===== config.mk =====
export PLATFORM = sky130hd
export DESIGN_NAME = mladd_seq
export DESIGN_NICKNAME = d
export VERILOG_FILES = /design/src/rtl/mladd_pkg.sv /design/src/rtl/mlcladder.sv /design/src/rtl/mladd_seq.sv
export SDC_FILE = /design/constraint.sdc
export NUM_CORES = 1
export LEC_CHECK = 0
export CORE_MARGIN = 8
export CORE_UTILIZATION = 53
export DETAILED_ROUTE_END_ITERATION = 10
export PLACE_DENSITY = 0.84
export SLEW_MARGIN = 20
export SYNTH_ARGS = -nofsm -noshare
export SYNTH_HDL_FRONTEND = slang
export SYNTH_SLANG_ARGS = --single-unit
export TNS_END_PERCENT = 5

===== constraint.sdc =====
create_clock -name clk -period 6.5 [get_ports clk]
set_clock_uncertainty 0.15 [all_clocks]
set_input_delay 1.3 -clock clk [delete_from_list [all_inputs] [get_ports clk]]
set_output_delay 1.3 -clock clk [all_outputs]
set_load 0.02 [all_outputs]

===== src/rtl/mladd_pkg.sv =====
// mladd_pkg: shared types and constants for the wide-add sequencer
package mladd_pkg;
  localparam int SLICE_W = 16;
  typedef enum logic [1:0] {IDLE = 2'd0, RUN = 2'd1, DONE = 2'd2} state_t;
  function automatic int idx_w(input int n);
    return n > 1 ? $clog2(n) : 1;
  endfunction
endpackage


===== src/rtl/mlcladder.sv =====
// mlcladder: 16-bit two-level carry-lookahead adder
// Ports: a, b (16-bit addends), cin (carry in), sum (16-bit result), cout (carry out).
module mlcladder (
  input  logic [15:0] a,
  input  logic [15:0] b,
  input  logic        cin,
  output logic [15:0] sum,
  output logic        cout
);
  logic [15:0] g, p, c;
  logic [3:0] gg, pg, t;
  logic [4:0] gc;
  // 4-bit lookahead unit, reused at bit level inside a group and at group level
  function automatic logic [3:0] cla4(input logic [3:0] gi, input logic [3:0] pi, input logic ci);
    cla4[0] = gi[0] | (pi[0] & ci);
    cla4[1] = gi[1] | (pi[1] & gi[0]) | (&pi[1:0] & ci);
    cla4[2] = gi[2] | (pi[2] & gi[1]) | (&pi[2:1] & gi[0]) | (&pi[2:0] & ci);
    cla4[3] = gi[3] | (pi[3] & gi[2]) | (&pi[3:2] & gi[1]) | (&pi[3:1] & gi[0]) | (&pi & ci);
  endfunction
  assign g = a & b;
  assign p = a ^ b;
  always_comb begin
    gg = '0;
    pg = '0;
    c = '0;
    t = '0;
    for (int j = 0; j < 4; j++) begin
      t = cla4(g[4*j +: 4], p[4*j +: 4], 1'b0);
      gg[j] = t[3];
      pg[j] = &p[4*j +: 4];
    end
    gc = {cla4(gg, pg, cin), cin};
    for (int j = 0; j < 4; j++) begin
      t = cla4(g[4*j +: 4], p[4*j +: 4], gc[j]);
      c[4*j +: 4] = {t[2:0], gc[j]};
    end
  end
  assign sum = p ^ c;
  assign cout = gc[4];
endmodule


===== src/rtl/mladd_seq.sv =====
// mladd_seq: wide add sequencer driving one 16-bit mlcladder slice per cycle, LSW first
// Ports: clk, rst_n (async active-low); in_valid/in_ready + a, b, cin (+ op_sub) request;
//        out_valid/out_ready + sum, cout result; busy = not idle.
// Optional: define MLADD_SEQ_ADD_SUB_EN to add op_sub (A - B as A + ~B + 1).
module mladd_seq
  import mladd_pkg::*;
#(
  parameter int DW    = SLICE_W,
  parameter int WORDS = 4
) (
  input  logic                clk,
  input  logic                rst_n,
  input  logic                in_valid,
  output logic                in_ready,
  input  logic [DW*WORDS-1:0] a,
  input  logic [DW*WORDS-1:0] b,
  input  logic                cin,
`ifdef MLADD_SEQ_ADD_SUB_EN
  input  logic                op_sub,
`endif
  output logic                out_valid,
  input  logic                out_ready,
  output logic [DW*WORDS-1:0] sum,
  output logic                cout,
  output logic                busy
);
  localparam int W  = DW * WORDS;
  localparam int IW = idx_w(WORDS);
  state_t state;
  logic [IW-1:0] idx;
  logic cy, sub_r, s_cout;
  logic [W-1:0] a_r, b_r;
  logic [DW-1:0] s_a, s_b, s_sum;
`ifndef MLADD_SEQ_ADD_SUB_EN
  assign sub_r = 1'b0;
`endif
  assign in_ready = state == IDLE;
  assign busy = state != IDLE;
  assign s_a = a_r[idx*DW +: DW];
  assign s_b = b_r[idx*DW +: DW] ^ {DW{sub_r}};
  mlcladder u_add (.a(s_a), .b(s_b), .cin(cy), .sum(s_sum), .cout(s_cout));
  always_ff @(posedge clk or negedge rst_n) begin
    if (!rst_n) begin
      state <= IDLE;
      idx <= '0;
      cy <= 1'b0;
      a_r <= '0;
      b_r <= '0;
      sum <= '0;
      cout <= 1'b0;
      out_valid <= 1'b0;
`ifdef MLADD_SEQ_ADD_SUB_EN
      sub_r <= 1'b0;
`endif
    end else begin
      case (state)
        IDLE: if (in_valid) begin
          a_r <= a;
          b_r <= b;
          idx <= '0;
          state <= RUN;
`ifdef MLADD_SEQ_ADD_SUB_EN
          sub_r <= op_sub;
          cy <= op_sub | cin;
`else
          cy <= cin;
`endif
        end
        RUN: begin
          sum[idx*DW +: DW] <= s_sum;
          cy <= s_cout;
          idx <= idx + 1'b1;
          if (idx == IW'(WORDS - 1)) begin
            cout <= s_cout;
            out_valid <= 1'b1;
            state <= DONE;
          end
        end
        DONE: if (out_ready) begin
          out_valid <= 1'b0;
          state <= IDLE;
        end
        default: state <= IDLE;
      endcase
    end
  end
endmodule


# Word level (Yosys, flattened, before mapping)
# Cells that the tools add are included.
[totals]
elab_cells = 166
reg_bits = 199
[op_classes]
mux = 12
bitwise_logic = 95
shifts = 4
addsub = 2
reduce_logical = 39
n_eq_ne = 6
[op_table]
columns = ["operator", "count"]
rows = [
  ["$shiftx 64x7->16", 2],
  ["$bwmux 64", 1],
  ["$shift 16x34->64 const A", 1],
  ["$shiftx 16x34->64", 1],
  ["$and 1x1->1", 46],
  ["$or 1x1->1", 46],
  ["$neg 6->34", 1],
  ["$xor 16x16->16", 2],
  ["$reduce_and 2->1", 15],
  ["$reduce_and 3->1", 10],
  ["$reduce_and 12->1", 2],
  ["$reduce_and 8->1", 3],
  ["$and 16x16->16", 1],
  ["$reduce_and 16->1", 1],
  ["$reduce_and 4->1", 4],
  ["$mux 2", 4],
  ["$ne 2x2->1 const B", 3],
  ["$pmux 2 s3", 1],
  ["$reduce_bool 2->1", 3],
  ["$eq 2x2->1 const B", 2],
  ["$pmux 1 s2", 2],
  ["$pmux 2 s2", 1],
  ["$mux 1", 3],
  ["$add 2x1->2 const B", 1],
  ["other kinds (2)", 2],
]

# Depth between registers and ports, before layout
# Gate-level depths: netlist (run 1).
[depth]
ltp_word = 15
mapped_depth = 13
ltp_nobuf = 11

# Hierarchy
# Synthesis (run 1) repeated with hierarchy kept, for this count alone.
[hier_totals]
hier_cells = 648
hier_area_um2 = 9076.2
[modules_own_cells]
columns = ["mod", "n_inst", "cells_per_inst", "area_per_inst_um2"]
rows = [
  ["mladd_seq", 1, 571, 8409.3],
  ["mlcladder", 1, 77, 666.9],
]

# Worst setup path before layout (run 1)
# No wires, ideal clock.
[synth_path]
path_kind = "reg-to-reg"
start = "reg idx[0]"
end = "reg sum[13]"
n_path_buf = 2
path_stages_with_launch = 14
slack_ns = 2.717
t_arrival_ns = 3.501
t_required_ns = 6.218
cell_sequence = "dfrtp_1 clkbuf_1 buf_2 mux4_2 ha_1 o21ai_0 o21bai_2 a21oi_2 inv_2 a32oi_2 nand2_1 fa_1 xnor2_1 o21ai_0"
[synth_between]
elab_chain_len = 15
elab_cells_between_ends = 111
classes_between = "add/sub (1); shift (4); mux (1); bitwise (81); reduce/logical (24)"
[synth_lines]
columns = ["element", "line_no", "text"]
rows = [
  ["start, declared", "mladd_seq.sv:30", "logic [IW-1:0] idx;"],
  ["start signal, assigned", "mladd_seq.sv:72", "idx <= idx + 1'b1;"],
  ["$shiftx 64x7->16, on equally long branches", "mladd_seq.sv:39, mladd_seq.sv:40", ""],
  ["$xor 16x16->16 or $and 16x16->16 (tied branches)", "mlcladder.sv:21, mlcladder.sv:20", ""],
  ["$and 1x1->1 or $reduce_and 2->1 (tied branches)", "mlcladder.sv:18", "cla4[3] = gi[3] | (pi[3] & gi[2]) | (&pi[3:2] & gi[1]) | (&pi[3:1] & gi[0]) | (&pi & ci);"],
  ["$or 1x1->1 or $and 1x1->1 (tied branches)", "--", ""],
  ["$or 1x1->1 (2 in a row)", "--", ""],
  ["$and 1x1->1", "mlcladder.sv:17", "cla4[2] = gi[2] | (pi[2] & gi[1]) | (&pi[2:1] & gi[0]) | (&pi[2:0] & ci);"],
  ["$or 1x1->1 (3 in a row)", "mlcladder.sv:17", ""],
  ["$and 1x1->1, on equally long branches", "mlcladder.sv:15, mlcladder.sv:16, mlcladder.sv:17", ""],
  ["$or 1x1->1, on equally long branches", "mlcladder.sv:15, mlcladder.sv:16, mlcladder.sv:17", ""],
  ["$xor 16x16->16", "mlcladder.sv:38", "assign sum = p ^ c;"],
  ["$shiftx 16x34->64", "mladd_seq.sv:70", "sum[idx*DW +: DW] <= s_sum;"],
  ["$bwmux 64 (*)", "mladd_seq.sv:70", ""],
  ["end signal, assigned by index", "mladd_seq.sv:70", ""],
  ["end, declared", "mladd_seq.sv:23", "output logic [DW*WORDS-1:0] sum,"],
]
# Every way passes the cells marked *; elsewhere a longest branch is shown, timed or not.
# A chain may end at the register's enable or synchronous reset.

# Worst setup path in the final report (run 1)
# Same ends and word-level chain as after synthesis.

==> results.md, run 1 <==
Route:
- Once detail routing completed, the nets flagged for antenna violations numbered 0.
- After detailed routing, the number of remaining DRC violations is 0.
- The number of DRC markers after the initial detailed-route iteration is 495.
- After detailed routing, the average wire length per cell comes to 22.1 µm.
- The first TritonRoute pass finished after 5 iterations.
- After detailed routing, the number of vias per cell comes to approximately 5.8.
- The via total after detailed routing is 6186.
- Wires add up to about 23000 µm.

Synthesis:
- In this run the mean area of a mapped cell was 14.1 µm².
- The netlist uses between 40 and 50 different library cells.
- Of all flip-flops after synthesis, the portion carrying an async set or reset was 1.00.
- The predominant post-synthesis flop cell is dfrtp_1.
- For this run, the number of Yosys warnings is 0.
- The number of standard cells after synthesis is 630.
- The number of flip-flops and latches in the synthesized netlist is just under 200.
- Of the synthesized area, sequential elements account for 0.559.
- The number of nets handed over by synthesis was 789.
- Counting flops with a built-in enable in the synthesized netlist gives 0.
- In this run the cell area of the synthesized design comes to 8910 µm².

Placement:
- Summed over all nets, the half-perimeter wirelength after detailed placement is 17600 µm.
- The number of buffers added on ports is 200.
- Summing all placed instances gives a cell area of about 11000 µm².
- The number of cells in the design after placement is 1027.
- The congestion estimate from routability-driven global placement came to 0.845.

Setup path:
- The kind of start point of the critical path is a flip-flop.
- The element type at the critical path end is a flip-flop.
- Counting buffers and inverters, the worst setup path is 10 cells deep.
- On the worst path, the slowest cell contributes a delay of 0.59 ns.
- The critical path is of the flip-flop to flip-flop type.
- The critical path buffer and inverter count is 1.
- By instance count, the cell type seen most on the critical path is o21ai_0.
- The category of cells accounting for the largest share of critical-path delay is compound AO/OA/AOI/OAI gates.
- Traced cell by cell, the critical path runs through buf_4 > mux4_2 > ha_1 > a21oi_1 > o21ai_0 > a32oi_2 > nand2_1 > fa_1 > xnor2_1 > o21ai_0.
- The worst reg2reg path depth is 10.
- The largest fanout on the critical path is 33.
- The slowest stage of the critical path belongs to the cell mux4_2.
- The data arrival time of the worst path is 4.11 ns.
- For the worst setup path, the data required time is between 6 and 7 ns.

Power and ir drop:
- The cell-internal power is 4.09 mW.
- Of the total power, combinational logic draws 0.543.
- The standby leakage power is approximately 5 nW.
- The maximum vdd ir drop is about 330 µV.
- The switching fraction of total power is 0.413.
- Summed over all nets, the switching power comes to 2.88 mW.
- The sequential share of power is 0.312.
- Dividing total power by cell area gives a power density of 598 nW/µm².
- Of the total power, the clock network draws 0.144.

Floorplan:
- The core region is 16500 µm².
- The die covers 21200 µm².
- The horizontal extent of the die is between 100 and 150 µm.
- The initial core utilization is 0.539.
- The number of placement rows is 47.
- In this run the vertical extent of the chip is 146 µm.
- The number of top-level pins is around 200.

Final layout:
- The library cells used most frequently in the layout, excluding fill and tap cells, are 199 x clkdlybuf4s50_1, 198 x dfrtp_1, 128 x mux2_2.
- The relative area change from synthesis to final layout is 30.9%.
- The most common cell after layout, fill and taps aside is clkdlybuf4s50_1.
- Leaving out filler cells and counting taps, the final layout contains 1058.
- The net count of the finished layout is 985.
- In the final layout, the share of cells above drive strength 1 is 0.246.
- The antenna diode count is 0.
- With fillers left out, the area of the finished cells amounts to 11700 µm².

Min path:
- Along the worst hold path, the cell count comes to 2.
- The type of the worst min-delay path is flip-flop to flip-flop.

Clock tree:
- CTS placed an instance of clkbuf_16 at the clock tree root.
- The post-CTS resize count is 0.
- After clock tree synthesis, the clock-pin slew on the worst setup and hold paths is 0.07 ns.
- The hold buffer count at cts is 0.
- The number of buffers added by the clock tree synthesis step is 17.
- The post-CTS repair timing setup buffer count is 0.
- The clock net sink count is 199.
- The H-tree generated during clock tree synthesis spans 4 levels.
- The maximum clock insertion buffer count is 2.
- The clock tree from TritonCTS is yes.
- The insertion delay of the later-clocked pin in the worst-skew pair is 0.43 ns.

STA:
- Setup repair after global routing left no endpoint under its margin.
- On the final layout, the worst hold slack is 0.339 ns.
- In this run the tightest slew margin relative to its limit is 0.442.
- In the finished design, the share of the clock period the worst path needs comes to 0.611.
- The count of endpoints failing setup in the final report is 0.
- The clock period minus final worst setup slack is 3.97 ns.
- The timing-limited maximum frequency is 252 MHz.
- The final hold violation count is 0.
- The final number of max-transition violations is 0.
- For the pin with the worst max-slew slack, the measured transition is 0.837 ns.
- In the final timing run, aggregate negative setup slack is 0 ns.

Global routing:
- The leftover overflow at the end of global routing is 0.
- The pin count of the biggest net entering global routing is 93.
- The number of global-route vias before repair was 6871.
- For this run, the total global-route usage over all layers was measured as 0.226.
- The wire length of the first global-routing pass is 37800 µm.
- The initial antenna violation count is 0.

Status:
- The run finished with clean final reports.

Flow run:
- The total of max-cap violations is 0.
-- cell families (layout without fill, tap and decap cells) --
kind of cell	Yosys count	after routing	synth area share
flip-flops	199	199	0.559
multiplexers	161	161	0.244
AO/OA/AOI/OAI	103	103	0.0802
AND/OR/NAND/NOR	90	90	0.0471
buffers and inverters	41	249	0.0201
adder cells (fa/ha/maj)	26	26	0.0399
XOR/XNOR	10	10	0.00983
-- metal layers --
layer,routed length (µm),track usage,vias to the layer above
met5,0,0,-
met4,427,0.0750,0
met3,1650,0.0591,37
met2,11000,0.348,317
met1,10300,0.307,3132
li1,-,-,2700
-- synth_stat cells, drive strengths merged (3+ instances only) --
library cell / count / area, µm²
clkbuf: 11 / 41.3
a22o: 36 / 315
xor2: 5 / 43.8
xnor2: 5 / 43.8
o21ai: 32 / 164
or3: 6 / 37.5
ha: 22 / 275
nor3: 3 / 25.0
nand2: 47 / 184
mux4: 32 / 721
dfrtp: 199 / 4980
nor2: 15 / 56.3
nand2b: 4 / 25.0
fa: 4 / 80.1
and3: 3 / 18.8
inv: 12 / 45.0
mux2: 128 / 1440
a21oi: 21 / 109
nand3: 4 / 20.0
buf: 18 / 92.6
-- layout make-up --
cell class	instances	area, µm²
clock buffers	24	482
clock inverters	7	71.3
fillers	1064	4870
inverters	12	45.0
multi-input cells	390	3750
flip-flops and latches	199	4980
well taps	220	275
repair buffers	206	2050
-- state kept, by name (all words and copies together), names as in the netlist --
signal     flops
sum           64
a_r           64
out_valid      1
cout           1
cy             1
idx            2
b_r           64
state          2
-- power by group through the flow --
stage | Sequential (mW) | Clock (mW) | Combinational (mW)
after floorplan | 2.17 | 0 | 2.55
after global placement | 2.15 | 0 | 3.60
after detailed placement | 2.19 | 0 | 3.76
after CTS | 2.18 | 1.02 | 3.79
after global routing | 2.24 | 1.06 | 4.11
final | 2.18 | 1.00 | 3.79
-- final timing paths --
path | from | endpoint | slack (ns)
hold / removal | sum[37] | sum[37] | 0.34
hold reg to reg | sum[37] | sum[37] | 0.34
setup / recovery | idx[0] | sum[13] | 2.53
min in group asynchronous | rst_n | sum[29] | 0.79
max in group asynchronous | rst_n | a_r[40] | 4.10
setup reg to reg | idx[0] | sum[13] | 2.53
-- worst register-to-register path, delay by kind of cell, from the launching register on --
family / cells / cell delay (ns)
AO/OA/AOI/OAI: 4 / 0.83
XOR/XNOR: 1 / 0.30
adder cells (fa/ha/maj): 2 / 0.74
buffers and inverters: 1 / 0.54
flip-flops: 1 / 0.53
multiplexers: 1 / 0.60
AND/OR/NAND/NOR: 1 / 0.12
-- stage by stage --
step | util | setup slack (ns) | total power [mW]
after detailed placement | 0.672 | 2.56 | 5.95
final | 0.705 | 2.53 | 6.97
after CTS | 0.705 | 2.52 | 6.98
after global routing | 0.705 | 2.22 | 7.41
after floorplan | - | 2.72 | 4.73
after global placement | 0.672 | 2.65 | 5.75
(Power assumes the default switching activity.)
==> run 2, diff against run 1 <==
--- a/config.mk
+++ b/config.mk
@@ -6,9 +6,9 @@
 export NUM_CORES = 1
 export LEC_CHECK = 0
 export CORE_MARGIN = 8
-export CORE_UTILIZATION = 53
+export CORE_UTILIZATION = 46
 export DETAILED_ROUTE_END_ITERATION = 10
-export PLACE_DENSITY = 0.84
+export PLACE_DENSITY = 0.77
 export SLEW_MARGIN = 20
 export SYNTH_ARGS = -nofsm -noshare
 export SYNTH_HDL_FRONTEND = slang
==> constraint.sdc (replaced) <==
create_clock -name clk -period 3.3 [get_ports clk]
set_clock_uncertainty 0.15 [all_clocks]
set_input_delay 0.66 -clock clk [delete_from_list [all_inputs] [get_ports clk]]
set_output_delay 0.66 -clock clk [all_outputs]
set_load 0.02 [all_outputs]
==> run 2 against run 1 <==
Effect of this change: via count increased by 0.15%; largest cell class unchanged; wire length shrank 2.2%; combinational power rose to 2.5 times the previous value; critical path type unchanged; maximum frequency is 21% higher; die area increased by 13%; highest routed layer is now met5.
==> results.md, run 2 (synthesized netlist as in run 1, its figures left out) <==
STA:
- The clock period minus final worst setup slack was 3.28 ns (-0.689 ns).
- The final hold violation count is 0 (unchanged).
- Setup repair after global routing could not meet its margin everywhere.
- The count of endpoints failing setup in the final report came to 0 (unchanged).
- The worst hold margin came to 0.0226 ns (-0.317 ns).
- The final-layout setup total negative slack is 0 ns (unchanged).
- The timing-limited maximum frequency came to 304 MHz (+21%).
- The remaining max-slew budget at the tightest pin is 0.514 (+0.0724).
- The final number of max-transition violations came to 0 (unchanged).
- The slew at the pin closest to its max-slew limit is 0.726 ns (-0.111 ns).
- The final worst-path cycle share is 0.995 (+0.384).

Floorplan:
- The number of top-level pins was 201 (unchanged).
- The horizontal extent of the die is 155 µm (+6.5%).
- The vertical die dimension came to 155 µm (+6.5%).
- The number of placement rows is 51 (+8.5%).
- The initial core utilization is 0.464 (-0.0753).
- The area of the die is 24100 µm² (+13%).
- The floorplan core area is 19200 µm² (+16%).

Global routing:
- The aggregate global-route resource usage came to 0.193 (-0.0329).
- The number of global-route vias before repair came to 6608 (-3.8%).
- The pin count of the biggest net entering global routing is 78 (-16%).
- The initial antenna violation count was 2 (+2).
- The wire length of the first global-routing pass came to 36100 µm (-4.5%).
- The leftover overflow at the end of global routing is 0 (unchanged).

Clock tree:
- The H-tree depth is 4 (unchanged).
- The insertion delay of the later-clocked pin in the worst-skew pair was 0.44 ns (about the same).
- The maximum clock insertion buffer count is 2 (unchanged).
- The clock net sink count is 199 (unchanged).
- The clock tree from TritonCTS is yes.
- The number of buffers added by the clock tree synthesis step is 17 (unchanged).
- Clock tree synthesis selected as its root buffer the cell clkbuf_16.
- The CTS clock-pin slew for the worst setup and hold paths is 0.08 ns (about the same).

Final layout:
- The antenna diode count is 0 (unchanged).
- Leaving out fill and tap cells, the most frequent cells in the layout are 199 x clkdlybuf4s50_1, 197 x dfrtp_1, 128 x mux2_2.
- The relative area change from synthesis to final layout is 39.5%.
- The count of fill cells added during filler insertion came to 1428 (+34%).
- The layout cell share with drive strength beyond 1 is 0.314 (+0.0687).
- The most common cell after layout, fill and taps aside is clkdlybuf4s50_1.
- The net count of the finished layout came to 1030 (+4.6%).
- The area of all placed cells without fillers is 12400 µm² (+6.6%).
- The largest registers in the layout are a_r x64, b_r x64, sum x64.
- The filler-free cell count of the finished design is 1149 (+8.6%).

Route:
- The iteration count of the initial detailed-routing pass is 4 (-1).
- The number of nets with antenna violations after detailed routing was 0 (unchanged).
- The number of DRC markers after the initial detailed-route iteration is 322 (-35%).
- The routed wire length per instance came to 19.9 µm (-10%).
- The post-detailed-route DRC marker count is 0 (unchanged).
- The total wire length is 22900 µm (-2.2%).
- The average vias per placed instance came to 5.39 (-7.8%).
- The via total after detailed routing is 6195 (+0.15%).

Min path:
- The type of the worst min-delay path is primary input to async pin.

Placement:
- The post-placement cell area is 11600 µm² (+4.1%).
- The half-perimeter wire length of the detailed placement result came to 17300 µm (-1.5%).
- The number of buffers added on ports came to 200 (unchanged).
- The weighted congestion reported at the end of routability-driven placement was 0.861 (+2.0%).
- The number of cells in the design after placement is 1111 (+8.2%).

Setup path:
- The delay of the slowest cell on the worst path was 0.56 ns (-0.03 ns).
- The data arrival time of the worst path is 3.46 ns (-0.65 ns).
- Among all stages on the critical path, the largest delay is contributed by mux4_2.
- The endpoint required time on the critical path came to 3.47 ns (-3.17 ns).
- The largest fanout on the critical path is 7 (-79%).
- The signal on the critical path passes through buf_12 > mux4_2 > ha_4 > a211oi_2 > o21bai_2 > a21oi_2 > inv_2 > a32oi_2 > nand2_1 > fa_2 > a22o_1.
- The element type at the critical path end is a flip-flop.
- STA classifies the critical path startpoint as a flip-flop.
- The worst reg2reg path depth came to 11 (+1).
- The critical path start-end classification is flip-flop to flip-flop.

Power and ir drop:
- The total power density per cell area is 1280 nW/µm² (+110%).
- The standby leakage power is 5.23 nW (+6.7%).
- The maximum vdd ir drop came to 719 µV (+120%).
- The power consumption is 15.9 mW (+130%).

Status:
- The flow ran to the end, and the final reports show no timing, DRC or antenna violations.

Flow run:
- The total of max-cap violations came to 0 (unchanged).
==> run 2: changes by cell type in the layout (fill, tap and decap cells not counted), sizes merged <==
cell and change:
buf +44, bufinv +1, clkbuf -5, clkinvlp -2, inv +8
==> run 2: final cells by class <==
class / count / area (µm²) / share of cell area
clock buffers: 18 / 439 / 0.0354
clock inverters: 14 / 179 / 0.0144
multi-input cells: 390 / 3920 / 0.315
well taps: 265 / 332 / 0.0267
flip-flops and latches: 199 / 4980 / 0.401
inverters: 12 / 45.0 / 0.00363
repair buffers: 251 / 2530 / 0.204
==> run 2: per-stage QoR <==
step,util,worst slack [ns]
3_3_place_gp,0.602,-0.0923
4_1_cts,0.638,-0.0151
2_1_floorplan,-,0.00640
6_report,0.647,0.0157
5_1_grt,0.647,-0.106
3_5_place_dp,0.602,-0.144
==> run 2: worst max-delay path, delay by kind of cell (launching register included) <==
kind                     cells  cell delay [ns]
multiplexers                 1             0.56
adder cells (fa/ha/maj)      2             0.79
buffers and inverters        2             0.22
flip-flops                   1             0.38
AND/OR/NAND/NOR              1             0.12
AO/OA/AOI/OAI                5             0.95
==> run 2: final timing paths <==
check,from,to,slack (ns)
worst max-delay path,idx[0],sum[44],0.02
worst min-delay path,rst_n,b_r[35],0.02
worst max register to register,idx[0],sum[44],0.02
worst min register to register,sum[7],sum[7],0.33
max in group asynchronous,rst_n,sum[7],2.22
min in group clk,sum[7],sum[7],0.33
==> run 2: power by group <==
part / total, mW / switching, mW / internal, mW
logic: 9.55 / 4.78 / 4.77
clock network: 2.15 / 0.978 / 1.17
registers: 4.18 / 0.640 / 3.54
==> run 2: timing repair <==
item | 4_1_cts | 5_1_grt
endpoints found under the setup margin | 28 | 32
gates cloned | 0 | 1
resized for setup | 13 | 18
hold buffers | 0 | 0
setup buffers | 1 | 4
pin swaps | 3 | 7
==> run 2: per-layer routing <==
layer,global-route usage,vias to the layer above,routed length [µm]
li1,-,2810,-
met1,0.267,3133,10100
met2,0.292,223,10600
met3,0.0599,25,1900
met4,0.0481,4,251
met5,0,-,27
